$ cat src/rtl/wb_port_arbiter_pkg.sv
// Shared widths, default FIFO depth and grant codes for the register-file write-port arbiter.
package wb_port_arbiter_pkg;

  localparam int WORD_WIDTH  = 32;
  localparam int REG_ADDR_W  = 5;
  localparam int WBARB_DEPTH = 2;
  localparam int WBARB_GNT_W = 2;

  typedef enum logic [WBARB_GNT_W-1:0] {
    WBARB_GNT_NONE = 2'd0,
    WBARB_GNT_PIPE = 2'd1,
    WBARB_GNT_FIFO = 2'd2,
    WBARB_GNT_LU   = 2'd3
  } wbarb_gnt_e;

  // Grants that retire a long-latency result and therefore clear its busy bit.
  function automatic logic is_lu_grant(input wbarb_gnt_e g);
    return (g == WBARB_GNT_FIFO) || (g == WBARB_GNT_LU);
  endfunction

endpackage

$ cat src/rtl/wb_pend_fifo.sv
// Synchronous FIFO of {addr,data} pairs holding long-latency results waiting for the RF write port.
module wb_pend_fifo
  import wb_port_arbiter_pkg::*;
#(
  parameter int W     = WORD_WIDTH,
  parameter int AW    = REG_ADDR_W,
  parameter int DEPTH = WBARB_DEPTH,
  localparam int PW   = $clog2(DEPTH),
  localparam int CW   = PW + 1
) (
  input  logic          clk,
  input  logic          rst,
  input  logic          push,
  input  logic [AW-1:0] push_addr,
  input  logic [W-1:0]  push_data,
  input  logic          pop,
  output logic [AW-1:0] head_addr,
  output logic [W-1:0]  head_data,
  output logic          full,
  output logic          empty,
  output logic [CW-1:0] count
);

  logic [AW-1:0] addr_mem [DEPTH];
  logic [W-1:0]  data_mem [DEPTH];
  logic [PW-1:0] wr_ptr;
  logic [PW-1:0] rd_ptr;

  // Storage needs no reset; only pointers and occupancy define validity.
  always_ff @(posedge clk) begin
    if (rst && push) begin
      addr_mem[wr_ptr] <= push_addr;
      data_mem[wr_ptr] <= push_data;
    end
  end

  // DEPTH is a power of two, so pointer increment wraps naturally.
  always_ff @(posedge clk) begin
    if (!rst) begin
      wr_ptr <= '0;
      rd_ptr <= '0;
      count  <= '0;
    end else begin
      if (push) wr_ptr <= wr_ptr + 1'b1;
      if (pop)  rd_ptr <= rd_ptr + 1'b1;
      count <= count + CW'(push) - CW'(pop);
    end
  end

  assign head_addr = addr_mem[rd_ptr];
  assign head_data = data_mem[rd_ptr];
  assign full      = (count == CW'(DEPTH));
  assign empty     = (count == '0);

endmodule

$ cat src/rtl/wb_port_arbiter.sv
// Arbitrates the single RF write port between writeback and a long-latency unit, buffering
// LU results and tracking in-flight LU destinations for decode hazard stalls.
module wb_port_arbiter
  import wb_port_arbiter_pkg::*;
#(
  parameter int W     = WORD_WIDTH,
  parameter int AW    = REG_ADDR_W,
  parameter int DEPTH = WBARB_DEPTH
) (
  input  logic                   clk,
  input  logic                   rst,
  input  logic                   pipe_we,
  input  logic [AW-1:0]          pipe_addr,
  input  logic [W-1:0]           pipe_data,
  input  logic                   lu_valid,
  input  logic [AW-1:0]          lu_addr,
  input  logic [W-1:0]           lu_data,
  output logic                   lu_ready,
  input  logic                   lu_issue,
  input  logic [AW-1:0]          lu_issue_addr,
  input  logic [AW-1:0]          id_rs,
  input  logic [AW-1:0]          id_rt,
  input  logic [AW-1:0]          id_rd,
  output logic                   hazard_stall,
  output logic                   pipe_stall,
  output logic                   rf_we,
  output logic [AW-1:0]          rf_addr,
  output logic [W-1:0]           rf_data,
  output logic [$clog2(DEPTH):0] pend_cnt
);

  localparam int NREG = 2 ** AW;

  // Handshake: an LU result transfers on a cycle where lu_valid && lu_ready, either
  // straight to the RF (bypass grant) or into the pending FIFO; otherwise the LU holds it.

  wbarb_gnt_e    gnt;
  logic [AW-1:0] gnt_addr;
  logic [W-1:0]  gnt_data;
  logic          fifo_full;
  logic          fifo_empty;
  logic [AW-1:0] head_addr;
  logic [W-1:0]  head_data;
  logic          enq;
  logic          deq;
  logic [NREG-1:0] busy;
  logic [NREG-1:0] busy_nxt;

  wb_pend_fifo #(.W(W), .AW(AW), .DEPTH(DEPTH)) u_pend_fifo (
    .clk       (clk),
    .rst       (rst),
    .push      (enq),
    .push_addr (lu_addr),
    .push_data (lu_data),
    .pop       (deq),
    .head_addr (head_addr),
    .head_data (head_data),
    .full      (fifo_full),
    .empty     (fifo_empty),
    .count     (pend_cnt)
  );

  // A full FIFO preempts writeback for one cycle so buffered results cannot starve.
  always_comb begin
    gnt = WBARB_GNT_NONE;
    if (fifo_full)        gnt = WBARB_GNT_FIFO;
    else if (pipe_we)     gnt = WBARB_GNT_PIPE;
    else if (!fifo_empty) gnt = WBARB_GNT_FIFO;
    else if (lu_valid)    gnt = WBARB_GNT_LU;
  end

  always_comb begin
    gnt_addr = '0;
    gnt_data = '0;
    case (gnt)
      WBARB_GNT_PIPE: begin gnt_addr = pipe_addr; gnt_data = pipe_data; end
      WBARB_GNT_FIFO: begin gnt_addr = head_addr; gnt_data = head_data; end
      WBARB_GNT_LU:   begin gnt_addr = lu_addr;   gnt_data = lu_data;   end
      default:        begin gnt_addr = '0;        gnt_data = '0;        end
    endcase
  end

  assign lu_ready   = rst & ~fifo_full;
  assign pipe_stall = rst & pipe_we & fifo_full;
  assign enq        = lu_valid & lu_ready & (gnt != WBARB_GNT_LU);
  assign deq        = (gnt == WBARB_GNT_FIFO);

  // Issue is applied after retirement so a same-cycle reissue keeps the register busy.
  always_comb begin
    busy_nxt = busy;
    if (is_lu_grant(gnt)) busy_nxt[gnt_addr] = 1'b0;
    if (lu_issue && (lu_issue_addr != '0)) busy_nxt[lu_issue_addr] = 1'b1;
  end

  assign hazard_stall = busy[id_rs] | busy[id_rt] | busy[id_rd];

  always_ff @(posedge clk) begin
    if (!rst) begin
      rf_we   <= 1'b0;
      rf_addr <= '0;
      rf_data <= '0;
      busy    <= '0;
    end else begin
      rf_we <= (gnt != WBARB_GNT_NONE) && (gnt_addr != '0);
      if (gnt != WBARB_GNT_NONE) begin
        rf_addr <= gnt_addr;
        rf_data <= gnt_data;
      end
      busy <= busy_nxt;
    end
  end

endmodule

$ cat config.mk
export PLATFORM = sky130hd
export DESIGN_NAME = wb_port_arbiter
export DESIGN_NICKNAME = d
export VERILOG_FILES = /design/src/rtl/wb_port_arbiter_pkg.sv /design/src/rtl/wb_pend_fifo.sv /design/src/rtl/wb_port_arbiter.sv
export SDC_FILE = /design/constraint.sdc
export NUM_CORES = 1
export LEC_CHECK = 0
export CORE_UTILIZATION = 52
export DETAILED_ROUTE_END_ITERATION = 10
export PLACE_DENSITY = 0.81
export SYNTH_ARGS = -nofsm -noshare
export SYNTH_HDL_FRONTEND = slang
export SYNTH_SLANG_ARGS = --single-unit
$ cat constraint.sdc
create_clock -name clk -period 3.6 [get_ports clk]
set_input_delay 0.72 -clock clk [delete_from_list [all_inputs] [get_ports clk]]
set_output_delay 0.72 -clock clk [all_outputs]
set_load 0.005 [all_outputs]
* Word level (Yosys, flattened, before mapping)
Memories as Yosys holds them, arrays and structs flattened. A register that Yosys moved wholly into a read port is not among the register bits. Cells that the tools add are included.
Operators by class: reduce and logical (&&, ||, !) cells 10, magnitude comparators 7, eq/ne operators 5, bitwise operators 11, muxes and demuxes 24, add/subtract/negate cells 4
Operator list (number):
- case mux 32 bit (3 select lines) | 1
- two-way mux 32 bit | 2
- AND 32 bit | 1
- NOT 32 bit | 1
- bitwise OR 32 bit | 1
- less-than comparator 5 x 6 -> 1 bit (second input constant) | 5
- binary-select mux 1 bit (select 5 bit) | 3
- case mux 5 bit (3 select lines) | 1
- two-way mux 1 bit | 11
- demux 1 bit (select 5 bit) | 2
- greater-or-equal comparator 5 x 1 -> 1 bit (second input constant) | 2
- nonzero test 5 bit | 2
- two-way mux 2 bit | 4
- == test 2 bit (second input constant) | 3
- AND 1 bit | 5
- logical AND 1 bit | 5
- adder 1 bit (second input constant) | 2
- adder 2 x 1 -> 2 bit | 1
- == test 2 x 1 -> 1 bit (second input constant) | 1
- logical NOT 2 bit | 1
- != test 2 bit (second input constant) | 1
- bitwise OR 1 bit | 2
- nonzero test 2 bit | 1
- subtractor 2 x 1 -> 2 bit | 1
- 2 further kinds | 2
Storage, ports and cells: logic and storage cells 70, memories 2, bits in registers 74, RAM bits 74, output and inout port bits 43
Memory list:
- u_pend_fifo.data_mem | depth 2, bits a word 32, read ports 1, clocked after Yosys merged registers in 1, write ports 1, RTL line wb_pend_fifo.sv:25 | logic [W-1:0] data_mem [DEPTH];
- u_pend_fifo.addr_mem | depth 2, bits a word 5, read ports 1, clocked after Yosys merged registers in 1, write ports 1, RTL line wb_pend_fifo.sv:24 | logic [AW-1:0] addr_mem [DEPTH];

* Depth between registers and ports, before layout
depth in word-level cells 15, depth in mapped cells 8, gate-level depth less buffers 7

* By module
Synthesis repeated with hierarchy kept, for this count alone.
Unflattened totals: cell total of the unflattened synthesis 551, area, all modules 6966.7 um^2
By module, submodules not included:
- wb_port_arbiter | seq. area each 1401.3 um^2, instances 1, cells each 414, area an instance 3916.3 um^2
- wb_pend_fifo | seq. area each 2322.2 um^2, instances 1, cells each 137, area an instance 3050.4 um^2

* Worst setup path before layout
Ideal clock, no wire load.
path kind input to register, start point input port pipe_we, end point memory u_pend_fifo.addr_mem[0][0] in the netlist's numbering, enable pin, cell stages on the path 5, library setup time 0.431 ns, path slack 0.262 ns, buffers on the path 2, data arrival time 2.907 ns, cells stage by stage buf_2 nor4b_1 buf_2 nand3b_1 nor2_1
Between the ends: longest elaborated chain between the ends 7
Ends and longest elaborated chain:
- start, declared | RTL line wb_port_arbiter.sv:12 | input logic pipe_we,
- two-way mux 2 bit | RTL line wb_port_arbiter.sv:67 | else if (pipe_we) gnt = WBARB_GNT_PIPE;
- two-way mux 2 bit | RTL line wb_port_arbiter.sv:66 | if (fifo_full) gnt = WBARB_GNT_FIFO;
- != test 2 bit | RTL line wb_port_arbiter.sv:85 | assign enq = lu_valid & lu_ready & (gnt != WBARB_GNT_LU);
- AND 1 bit | RTL line wb_port_arbiter.sv:85
- logical AND 1 bit | RTL line wb_pend_fifo.sv:31 | if (rst && push) begin
- two-way mux 1 bit | RTL line wb_pend_fifo.sv:31
- two-way mux 1 bit (implied by the code) | RTL line wb_pend_fifo.sv:32 | addr_mem[wr_ptr] <= push_addr;
- end, declared | RTL line wb_pend_fifo.sv:24
Every way passes these cells.

* Worst setup path after layout
start point input port id_rd[2], end point output port hazard_stall
Between the ends: longest elaborated chain between the ends 3
Ends and longest elaborated chain:
- start, declared | RTL line wb_port_arbiter.sv:23 | input logic [AW-1:0] id_rd,
- binary-select mux 1 bit (select 5 bit) | RTL line wb_port_arbiter.sv:95 | assign hazard_stall = busy[id_rs] | busy[id_rt] | busy[id_rd];
- two-way mux 1 bit (implied by the code) | RTL line wb_port_arbiter.sv:95
- bitwise OR 1 bit | RTL line wb_port_arbiter.sv:95
- end, declared | RTL line wb_port_arbiter.sv:24 | output logic hazard_stall,
Every way passes these cells. The select of a mux whose other input is x is not followed.

==> impl_metrics.json <==
{
  "synth_flop_cell": "dfxtp_1",
  "fin_area_sq_um": 9120,
  "overflow": 0,
  "endpoint": "hazard_stall",
  "avgSynthCellArea_sq_um": 11.4,
  "syn-num-nets": 705,
  "ys_seq_area_share_pct": 54.0,
  "grt.total_usage_pct": 29.6,
  "rsz0062_at_grt": "false",
  "synth_edf_count": 74,
  "irDropWorstVdd_mv": 0.407,
  "worst_pin_slew_ns": 1.10,
  "maxSlewViolCount": 0,
  "reg2reg_depth": 5,
  "p_seq_share_pct": 44.4,
  "period_needed_ns": 3.50,
  "ant_nets": 0,
  "fin_setup_tns_ns": 0,
  "syn_inst": 605,
  "max_stage_delay_ns": 0.68,
  "max-clock-path-buffers": 2,
  "final_util_pct": 71.4,
  "die_area_sq_um": 13700,
  "hold_path_class": "reg2reg",
  "clk_pin_slew_ns": 0.06,
  "start_kind": "input port",
  "synthTopCellsByArea": "edfxtp_1 (32%), dfxtp_1 (22%), mux4_2 (8.2%)",
  "initialDrtViolationCount": 678,
  "slowest_stage": "clkdlybuf4s50_1",
  "yosys.area.top_type": "edfxtp_1",
  "core-area_sq_um": 12800,
  "start_util_pct": 54.0,
  "synth_cell_types": 42,
  "hold_buffers": 0,
  "drive_gt1_share_pct": 12.9,
  "maxSlewHeadroom_pct": 26.2,
  "grt_max_degree": 65,
  "grt_pass1_vias": 5778,
  "htreeDepth": 4,
  "drv_cap": 0,
  "reg2reg_slack_ns": 0.97,
  "fp-row-count": 41,
  "reg2reg_to": "busy[8]",
  "fmaxAchievable_mhz": 285,
  "io_pins": 142,
  "antenna-diode-count": 0,
  "finalPower_w": 0.00430,
  "switching_share_pct": 24.2,
  "finalSetupViolations": 0,
  "synthTopCellsByCount": "dfxtp_1 (75), edfxtp_1 (74), o21ai_0 (65)",
  "nNetsFinal": 837,
  "fillers": 881,
  "viasPerCell": 6.33,
  "switching_power_w": 0.00104,
  "vias": 5840,
  "drt-total-wl_um": 19000,
  "grt_pass1_wl_um": 30200,
  "yosysMostFrequentCell": "dfxtp_1",
  "post-route-period-util_pct": 97.3,
  "root_buffer": "clkbuf_16",
  "postCtsSetupBuffers": 0,
  "power_density_nw_per_um2": 471,
  "drc": 0,
  "p_int_w": 0.00326,
  "clock_latency_ns": 0.42,
  "cp_common_cell": "mux4_2",
  "crit_type": "in2out",
  "wire_per_inst_um": 20.6,
  "numCtsBuffers": 17,
  "first_pass_iters": 6,
  "fp.dieH_um": 117,
  "netlist_area_sq_um": 6900,
  "p_comb_share_pct": 13.8,
  "yosysWarnings": 0,
  "hpwl_um": 13200,
  "crit_chain": "clkdlybuf4s50_1, mux4_2, mux4_2, mux2i_1, nand4_1, dlygate4sd2_1",
  "leakage_nw": 3.03,
  "ys_ff_latch": 149,
  "area_growth_pct": 32.2,
  "cts_tree": "built",
  "clkPwrFrac_pct": 41.8,
  "cp_data_arrival_time_ns": 2.78,
  "run_status": "completed",
  "antenna_found_initial": 0,
  "end_kind": "primary output",
  "critical_path_required_ns": 2.88,
  "numClockSinks": 149,
  "clock_skew_ns": 0.00629,
  "cp_max_fo": 8,
  "die_w_um": 117,
  "hold_ws_ns": 0.462,
  "async_flop_share_pct": 0,
  "place_area_sq_um": 8520,
  "gp_congestion": 0.934,
  "finalHoldViolCount": 0,
  "critPathLaunch": "id_rd[2]",
  "io_buffers": 141,
  "synth_top_area_share_pct": 32.2
}
how the worst min path moves through the flow:
stage / from / to / cells after the start
finish: rf_addr[1] / rf_addr[1] / 2
global route: rf_addr[2] / rf_addr[2] / 2
CTS: rf_addr[2] / rf_addr[2] / 2
detailed placement: rf_addr[2] / rf_addr[2] / 2
global placement: rf_addr[1] / rf_addr[1] / 2
floorplan: busy[0] / busy[0] / 2
cell usage in the layout, fill, tap and decap left out, types with 4 or more instances in the layout:
cell type / n
clkdlybuf4s50_1: 139
dfxtp_1: 74
edfxtp_1: 74
o21ai_0: 65
nand2_1: 47
nor2_1: 45
a21oi_1: 42
mux2i_1: 35
a221oi_1: 32
mux4_2: 25
buf_4: 25
a311oi_1: 18
clkbuf_16: 17
o41ai_1: 15
nor3_1: 12
and2_1: 9
nand3_1: 7
mux2_2: 5
clkinv_4: 5
inv_1: 4
nand4_1: 4
nor3b_1: 4
clkinvlp_4: 4
critical path: cells and delay by family:
kind	cells	cell delay [ns]
AND/OR/NAND/NOR	1	0.11
multiplexers	3	1.00
buffers and inverters	2	0.95
kinds of logic after synthesis:
family                   synth area share (%)
AO/OA/AOI/OAI                            17.6
XOR/XNOR                                0.381
adder cells (fa/ha/maj)                 0.181
buffers and inverters                    3.72
flip-flops                               54.0
multiplexers                             14.2
AND/OR/NAND/NOR                          9.94
per-layer routing:
| layer | vias up | track usage (%) | routed length (um) |
|---|---|---|---|
| met4 | 0 | 11.4 | 498 |
| met1 | 2837 | 37.7 | 7780 |
| li1 | 2624 | - | - |
| met3 | 49 | 7.05 | 1530 |
| met2 | 330 | 49.1 | 9210 |
| met5 | - | 0 | 0 |
layout make-up:
class,instances,area (sq um),share of cell area [%]
Clock buffer,17,425,4.66
Inverter,4,15.0,0.165
Tap cell,172,215,2.36
Sequential cell,149,3720,40.8
Clock inverter,15,181,1.99
Multi-Input combinational cell,398,2940,32.3
Timing Repair Buffer,167,1620,17.7
per-stage QoR:
stage,setup WS [ns],cells
2_1_floorplan,0.262,605
3_3_place_gp,-0.203,890
3_5_place_dp,-0.211,890
4_1_cts,0.0934,922
5_1_grt,0.00243,922
6_report,0.0968,922
state kept, by name (all words and copies together) (netlist names), named ones only:
name	flops
u_pend_fifo.data_mem	64
busy	32
rf_data	32
u_pend_fifo.addr_mem	10
rf_addr	5
u_pend_fifo.count	2
rf_we	1
u_pend_fifo.rd_ptr	1
u_pend_fifo.wr_ptr	1
power by group through the flow:
stage	logic (W)	registers [W]	clock network, W
finish	0.000593	0.00191	0.00180
CTS	0.000590	0.00191	0.00181
detailed placement	0.000585	0.00194	0
floorplan	0.000292	0.00193	0
global route	0.000639	0.00191	0.00189
global placement	0.000569	0.00194	0
timing repair:
item	4_1_cts	5_1_grt
hold endpoints to repair	0	0
gates resized for setup	2	0
setup endpoints to repair	1	0
No activity file was read; power rests on OpenSTA's default activity.
